### src/rtl/mult_div_pkg.sv
// Shared types and constants for mult_div_unit: operation codes, FSM states, iteration count.
package mult_div_pkg;

    localparam int unsigned Width    = 32;
    localparam int unsigned NumIter  = 32;
    localparam int unsigned CntWidth = 5;

    localparam logic [CntWidth-1:0] LastIter = CntWidth'(NumIter - 1);

    typedef enum logic [1:0] {
        OpMultu = 2'b00,
        OpMult  = 2'b01,
        OpDivu  = 2'b10,
        OpDiv   = 2'b11
    } op_e;

    typedef enum logic [1:0] {
        StIdle   = 2'b00,
        StRun    = 2'b01,
        StFinish = 2'b10
    } state_e;

    function automatic logic op_is_signed(logic [1:0] op);
        return (op == OpMult) || (op == OpDiv);
    endfunction

    function automatic logic op_is_div(logic [1:0] op);
        return (op == OpDivu) || (op == OpDiv);
    endfunction

endpackage

### src/rtl/sign_magnitude32.sv
// Conditional two's-complement negation with a carry-in, so two instances chain into a 64-bit
// negate (low half carry_i = 1, high half carry_i = "low half was zero").
module sign_magnitude32 (
    input  logic        negate_i,
    input  logic        carry_i,
    input  logic [31:0] value_i,
    output logic [31:0] result_o
);

    always_comb begin
        result_o = (value_i ^ {32{negate_i}}) + {31'd0, negate_i & carry_i};
    end

endmodule

### src/rtl/mult_div_unit.sv
// Iterative radix-2 multiply/divide unit with Hi/Lo result registers, 32 steps per operation.
// Define MULT_DIV_UNIT_DIV_EN to include the restoring divider (Op 10/11).
module mult_div_unit
    import mult_div_pkg::*;
#(
    parameter int unsigned WIDTH = Width
) (
    input  logic             Clk,
    input  logic             Reset_n,
    input  logic             Start,
    input  logic [1:0]       Op,
    input  logic [WIDTH-1:0] OperandA,
    input  logic [WIDTH-1:0] OperandB,
    output logic             Busy,
    output logic             Done,
    output logic [WIDTH-1:0] Hi,
    output logic [WIDTH-1:0] Lo
);

    state_e              state_q, state_d;
    logic [CntWidth-1:0] cnt_q, cnt_d;
    logic [WIDTH-1:0]    acc_q, acc_d;
    logic [WIDTH-1:0]    mq_q, mq_d;
    logic [WIDTH-1:0]    b_q, b_d;
    logic [WIDTH-1:0]    hi_q, hi_d;
    logic [WIDTH-1:0]    lo_q, lo_d;
    logic                neg_lo_q, neg_lo_d;
    logic                neg_hi_q, neg_hi_d;

    logic                op_ok, accept;
    logic                sign_a, sign_b;
    logic [WIDTH-1:0]    mag_a, mag_b;
    logic [WIDTH:0]      mul_sum;
    logic [WIDTH-1:0]    step_acc, step_mq;
    logic                hi_carry;
    logic [WIDTH-1:0]    res_hi, res_lo;

`ifdef MULT_DIV_UNIT_DIV_EN
    logic                div_q, div_d;
    logic                dbz_q, dbz_d;
    logic [WIDTH:0]      div_shift;

    assign op_ok = 1'b1;
`else
    assign op_ok = !op_is_div(Op);
`endif

    assign sign_a = op_is_signed(Op) & OperandA[WIDTH-1];
    assign sign_b = op_is_signed(Op) & OperandB[WIDTH-1];
    assign accept = Start && op_ok && (state_q != StRun);

    sign_magnitude32 u_mag_a (
        .negate_i (sign_a),
        .carry_i  (1'b1),
        .value_i  (OperandA),
        .result_o (mag_a)
    );

    sign_magnitude32 u_mag_b (
        .negate_i (sign_b),
        .carry_i  (1'b1),
        .value_i  (OperandB),
        .result_o (mag_b)
    );

    // acc holds the product high half / partial remainder; mq holds multiplier / quotient bits.
    always_comb begin
        mul_sum  = {1'b0, acc_q} + (mq_q[0] ? {1'b0, b_q} : '0);
        step_acc = mul_sum[WIDTH:1];
        step_mq  = {mul_sum[0], mq_q[WIDTH-1:1]};
`ifdef MULT_DIV_UNIT_DIV_EN
        div_shift = {acc_q, mq_q[WIDTH-1]};
        if (div_q) begin
            if (div_shift >= {1'b0, b_q}) begin
                step_acc = WIDTH'(div_shift - {1'b0, b_q});
                step_mq  = {mq_q[WIDTH-2:0], 1'b1};
            end else begin
                step_acc = div_shift[WIDTH-1:0];
                step_mq  = {mq_q[WIDTH-2:0], 1'b0};
            end
        end
`endif
        hi_carry = (step_mq == '0);
`ifdef MULT_DIV_UNIT_DIV_EN
        // Quotient and remainder are negated independently, not as one 64-bit value.
        if (div_q) begin
            hi_carry = 1'b1;
        end
`endif
    end

    sign_magnitude32 u_fix_lo (
        .negate_i (neg_lo_q),
        .carry_i  (1'b1),
        .value_i  (step_mq),
        .result_o (res_lo)
    );

    sign_magnitude32 u_fix_hi (
        .negate_i (neg_hi_q),
        .carry_i  (hi_carry),
        .value_i  (step_acc),
        .result_o (res_hi)
    );

    always_ff @(posedge Clk or negedge Reset_n) begin
        if (!Reset_n) begin
            state_q  <= StIdle;
            cnt_q    <= '0;
            acc_q    <= '0;
            mq_q     <= '0;
            b_q      <= '0;
            hi_q     <= '0;
            lo_q     <= '0;
            neg_lo_q <= 1'b0;
            neg_hi_q <= 1'b0;
`ifdef MULT_DIV_UNIT_DIV_EN
            div_q    <= 1'b0;
            dbz_q    <= 1'b0;
`endif
        end else begin
            state_q  <= state_d;
            cnt_q    <= cnt_d;
            acc_q    <= acc_d;
            mq_q     <= mq_d;
            b_q      <= b_d;
            hi_q     <= hi_d;
            lo_q     <= lo_d;
            neg_lo_q <= neg_lo_d;
            neg_hi_q <= neg_hi_d;
`ifdef MULT_DIV_UNIT_DIV_EN
            div_q    <= div_d;
            dbz_q    <= dbz_d;
`endif
        end
    end

    always_comb begin
        state_d  = state_q;
        cnt_d    = cnt_q;
        acc_d    = acc_q;
        mq_d     = mq_q;
        b_d      = b_q;
        hi_d     = hi_q;
        lo_d     = lo_q;
        neg_lo_d = neg_lo_q;
        neg_hi_d = neg_hi_q;
`ifdef MULT_DIV_UNIT_DIV_EN
        div_d    = div_q;
        dbz_d    = dbz_q;
`endif
        unique case (state_q)
            StIdle, StFinish: begin
                state_d = StIdle;
                if (accept) begin
                    state_d  = StRun;
                    cnt_d    = '0;
                    acc_d    = '0;
                    mq_d     = mag_a;
                    b_d      = mag_b;
                    neg_lo_d = sign_a ^ sign_b;
                    // Remainder follows the dividend; a product follows both operands.
                    neg_hi_d = op_is_div(Op) ? sign_a : (sign_a ^ sign_b);
`ifdef MULT_DIV_UNIT_DIV_EN
                    div_d    = op_is_div(Op);
                    dbz_d    = (OperandB == '0);
`endif
                end
            end
            StRun: begin
                acc_d = step_acc;
                mq_d  = step_mq;
                cnt_d = cnt_q + 1'b1;
                if (cnt_q == LastIter) begin
                    state_d = StFinish;
                    hi_d    = res_hi;
                    lo_d    = res_lo;
`ifdef MULT_DIV_UNIT_DIV_EN
                    if (div_q && dbz_q) begin
                        lo_d = '1;
                    end
`endif
                end
            end
            default: state_d = StIdle;
        endcase
    end

    always_comb begin
        Busy = (state_q == StRun);
        Done = (state_q == StFinish);
        Hi   = hi_q;
        Lo   = lo_q;
    end

endmodule

### config.mk
export PLATFORM = sky130hd
export DESIGN_NAME = mult_div_unit
export DESIGN_NICKNAME = d
export VERILOG_FILES = /design/src/rtl/mult_div_pkg.sv /design/src/rtl/sign_magnitude32.sv /design/src/rtl/mult_div_unit.sv
export SDC_FILE = /design/constraint.sdc
export NUM_CORES = 1
export LEC_CHECK = 0
export CAP_MARGIN = 20
export CORE_ASPECT_RATIO = 0.8
export CORE_MARGIN = 4
export CORE_UTILIZATION = 51
export DETAILED_ROUTE_END_ITERATION = 8
export PLACE_DENSITY_LB_ADDON = 0.15
export SETUP_SLACK_MARGIN = 0.2
export SYNTH_ARGS = -nofsm -noshare
export SYNTH_HDL_FRONTEND = slang
export SYNTH_SLANG_ARGS = --single-unit
export TNS_END_PERCENT = 50
### constraint.sdc
create_clock -name Clk -period 4.1 [get_ports Clk]
set_clock_uncertainty 0.15 [all_clocks]
set_input_delay 0.41 -clock Clk [delete_from_list [all_inputs] [get_ports Clk]]
set_output_delay 0.41 -clock Clk [all_outputs]
set_load 0.02 [all_outputs]
==> impl_metrics.env <==
export IMPL_synth_compound_area_frac=0.2126
export IMPL_wire_per_inst_um=17.63
export IMPL_synth_simple_gate_area_frac=0.2182
export IMPL_place_area_um2=15260
export IMPL_cap_violations=0
export IMPL_fillCellCount=2082
export IMPL_detail_route_antenna_nets=0
export IMPL_powerDensity_nw_per_um2=739.3
export IMPL_io_pins=135
export IMPL_synth_ff_type="dfrtp_1"
export IMPL_critical_path_arrival_ns=4.41
export IMPL_die_h_um=149.9
export IMPL_grt_max_degree=94
export IMPL_tightest_slew_ns=0.9535
export IMPL_violations="negative setup slack"
export IMPL_layout_setup_ws_ns=-0.1222
export IMPL_cts_htree_levels=4
export IMPL_nets=1884
export IMPL_fin_crit_ns=4.222
export IMPL_track_usage=0.2667
export IMPL_crit_buf_inv=1
export IMPL_fp_row_count=51
export IMPL_async_flop_share=1.000
export IMPL_finalHoldViolations=0
export IMPL_avgViaCountPerCell=5.789
export IMPL_dr_first_iter_drc_count=1021
export IMPL_synthesis_area_um2=12830
export IMPL_layout_area_overhead_vs_synth_pct=27.72
export IMPL_total_power_mw=12.11
export IMPL_port_buffers=134
export IMPL_root_buffer="clkbuf_16"
export IMPL_drive_above_1_share=0.1596
export IMPL_timing_setup_tns_ns=-0.1899
export IMPL_clkLatencyLatePin_ns=0.44
export IMPL_timing_worst_setup_path_type="reg -> reg"
export IMPL_grt_antenna_before_repair=0
export IMPL_regToRegSetupSlack_ns=-0.12
export IMPL_end_kind="register"
export IMPL_ys_ff_latch=169
export IMPL_start_kind="register"
export IMPL_drt_total_wl_mm=37.09
export IMPL_cts_tree="yes"
export IMPL_muxShareOfSynthArea=0.02877
export IMPL_slew_viol_final=0
export IMPL_path_cells="buf_6 -> and2_1 -> ha_1 -> o211ai_1 -> o21a_1 -> o311ai_1 -> and2_1 -> mux2i_2 -> a2111oi_4 -> o21a_4 -> nand3_4 -> or3b_1 -> and3_1 -> o31ai_2"
export IMPL_p_leak_nw=6.840
export IMPL_dr_pass1_iters=6
export IMPL_finalCritPeriodShare=1.030
export IMPL_netlist_top_cells_area="dfrtp_1 (33%), xnor2_1 (8.9%), o21ai_0 (7.3%), nand2_1 (6.4%), ha_1 (4.0%)"
export IMPL_ys_warn_count=0
export IMPL_synth_edf_count=0
export IMPL_gr_total_overflow=0
export IMPL_path_max_fanout=7
export IMPL_final_cell_area_um2=16380
export IMPL_max_freq_mhz=236.8
export IMPL_cts_buffers=17
export IMPL_path_clk_slew_ns=0.07
export IMPL_grt_pass1_wl_mm=59.54
export IMPL_seq_area_frac_synth=0.3297
export IMPL_synth_top_family_by_area="simple AND/OR/NAND/NOR gates"
export IMPL_grt_pass1_vias=11130
export IMPL_ir_worst_vdd_v=0.0003715
export IMPL_hp_class="reg -> reg"
export IMPL_status="finished, violations left"
export IMPL_synth_top_cell_area_share=0.3297
export IMPL_synth_top_cell_by_area="dfrtp_1"
export IMPL_cp_required_ns=4.29
export IMPL_synthCells=1577
export IMPL_synthesis_nets=1688
export IMPL_clockBufferDepth=2
export IMPL_hpwl_mm=28.27
export IMPL_finalSetupViolCount=3
export IMPL_critPathMostFrequentCell="and2_1"
export IMPL_critPathMaxStageDelay_ns=0.55
export IMPL_dieWidth_um=185.3
export IMPL_drcViolationCount=0
export IMPL_gp_congestion=0.9431
export IMPL_crit_slowest_cell="o311ai_1"
export IMPL_diodes=0
export IMPL_fin_hold_ws_ns=0.3264
export IMPL_die_area_um2=27770
export IMPL_cpLargestDelayFamily="compound AO/OA/AOI/OAI gates"
export IMPL_max_slew_margin=0.3585
export IMPL_synth_fa_ha_area_frac=0.04155
export IMPL_start_util=0.5222
export IMPL_core_region_area_um2=24570
export IMPL_avgSynthCellArea_um2=8.135
export IMPL_cts_sinks=169
export IMPL_rsz0062_at_grt="yes"
export IMPL_yosys_area_share_xor_xnor=0.1287
export IMPL_ys_types=90
export IMPL_num_vias=12180
==> through the flow <==
step / utilization / setup WS, ns / instances
after floorplan: - / -0.09582 / 1577
after global placement: 0.6210 / -0.1133 / 2063
after detailed placement: 0.6210 / -0.1908 / 2063
after CTS: 0.6524 / -0.04827 / 2100
after global routing: 0.6669 / -0.2541 / 2104
final: 0.6669 / -0.1222 / 2104
==> synth_stat cells, types with 7 or more instances <==
library cell and instances:
or2_2 7, o22ai_1 10, nand4_1 19, clkbuf_1 84, o21a_1 11, a21oi_1 83
mux2i_1 29, inv_1 26, dfrtp_1 169, xnor2_1 130, o21ai_1 17, xor2_1 56
buf_1 14, mux2_2 7, a22oi_1 27, a211oi_1 7, nand2_1 220, buf_2 7
nand3_1 66, nand2b_1 11, nor4_1 16, a31oi_1 17, a21o_1 9, and3_1 17
ha_1 41, o211ai_1 7, or3_1 15, nor2_1 86, nor3_1 27, o21ai_0 188
and2_1 43
==> state kept, by name, indices dropped and copies added, names as in the netlist <==
name	flops
Hi	32
Lo	32
acc_q	32
b_q	32
cnt_q	5
mq_q	32
neg_hi_q	1
neg_lo_q	1
state_q	2
==> logic make-up (layout without fill, tap and decap cells) <==
logic type	after synthesis	count (layout)
AND/OR/NAND/NOR	569	569
buffers and inverters	134	343
AO/OA/AOI/OAI	440	440
flip-flops	169	169
adder cells (fa/ha/maj)	42	42
multiplexers	36	36
XOR/XNOR	187	187
==> repair_timing <==
item | CTS | global route
cloned | 0 | 0
hold buffers | 1 | 0
pin swaps | 19 | 21
setup buffers | 4 | 4
hold endpoints to repair | 92 | 0
setup endpoints to repair | 14 | 21
gates resized for setup | 30 | 56
==> tightest hold or removal path, stage by stage (launching register included) <==
cell and delay [ns]:
dfrtp_1 0.34, nand2_1 0.04, o21ai_0 0.06
==> final timing paths <==
check | startpoint | end | cells past startpoint
min reg2reg | b_q[26]$_DFFE_PN0P_ | b_q[26]$_DFFE_PN0P_ | 2
max in group asynchronous | Reset_n | acc_q[23]$_DFFE_PN0P_ | 3
min | b_q[26]$_DFFE_PN0P_ | b_q[26]$_DFFE_PN0P_ | 2
min in group asynchronous | Reset_n | Lo[27]$_DFFE_PN0P_ | 2
max reg2reg | mq_q[0]$_DFFE_PN0P_ | Hi[28]$_DFFE_PN0P_ | 14
max | mq_q[0]$_DFFE_PN0P_ | Hi[28]$_DFFE_PN0P_ | 14
==> area by class of cell <==
| class | instances | area (um2) | area share |
|---|---|---|---|
| clock buffer | 18 | 439.2 | 0.02680 |
| clock inverter | 14 | 150.1 | 0.009164 |
| inverter | 28 | 105.1 | 0.006415 |
| multi-input combinational | 1274 | 8546 | 0.5216 |
| sequential | 169 | 4232 | 0.2583 |
| tap | 318 | 397.9 | 0.02428 |
| timing repair buffer | 283 | 2515 | 0.1535 |
==> power by group <==
| part | total, mW | internal (mW) | switching [mW] | leakage [nW] |
|---|---|---|---|---|
| Sequential | 3.12 | 2.37 | 0.752 | 2.12 |
| Combinational | 7.35 | 3.33 | 4.01 | 4.43 |
| Clock | 1.65 | 0.883 | 0.764 | 0.294 |
| Total | 12.1 | 6.59 | 5.53 | 6.84 |
==> placed cells by master, fill, tap and decap left out, types with 30 or more instances in the layout <==
master           instances
ha_1                    30
dfrtp_1                167
buf_4                  139
o21ai_0                182
a21oi_1                 73
xor2_1                  56
clkdlybuf4s50_1        133
and2_1                  40
nand3_1                 65
nor2_1                  81
xnor2_1                127
nand2_1                219
==> per-layer routing <==
metal  wire [um]  share of wire  global-route usage
met5           0              0                   0
met4         273         0.0074             0.04475
met3        2821          0.076             0.04350
met2       14230           0.38              0.3523
met1       19760           0.53              0.4516
Power figures use the tool's default switching activity.
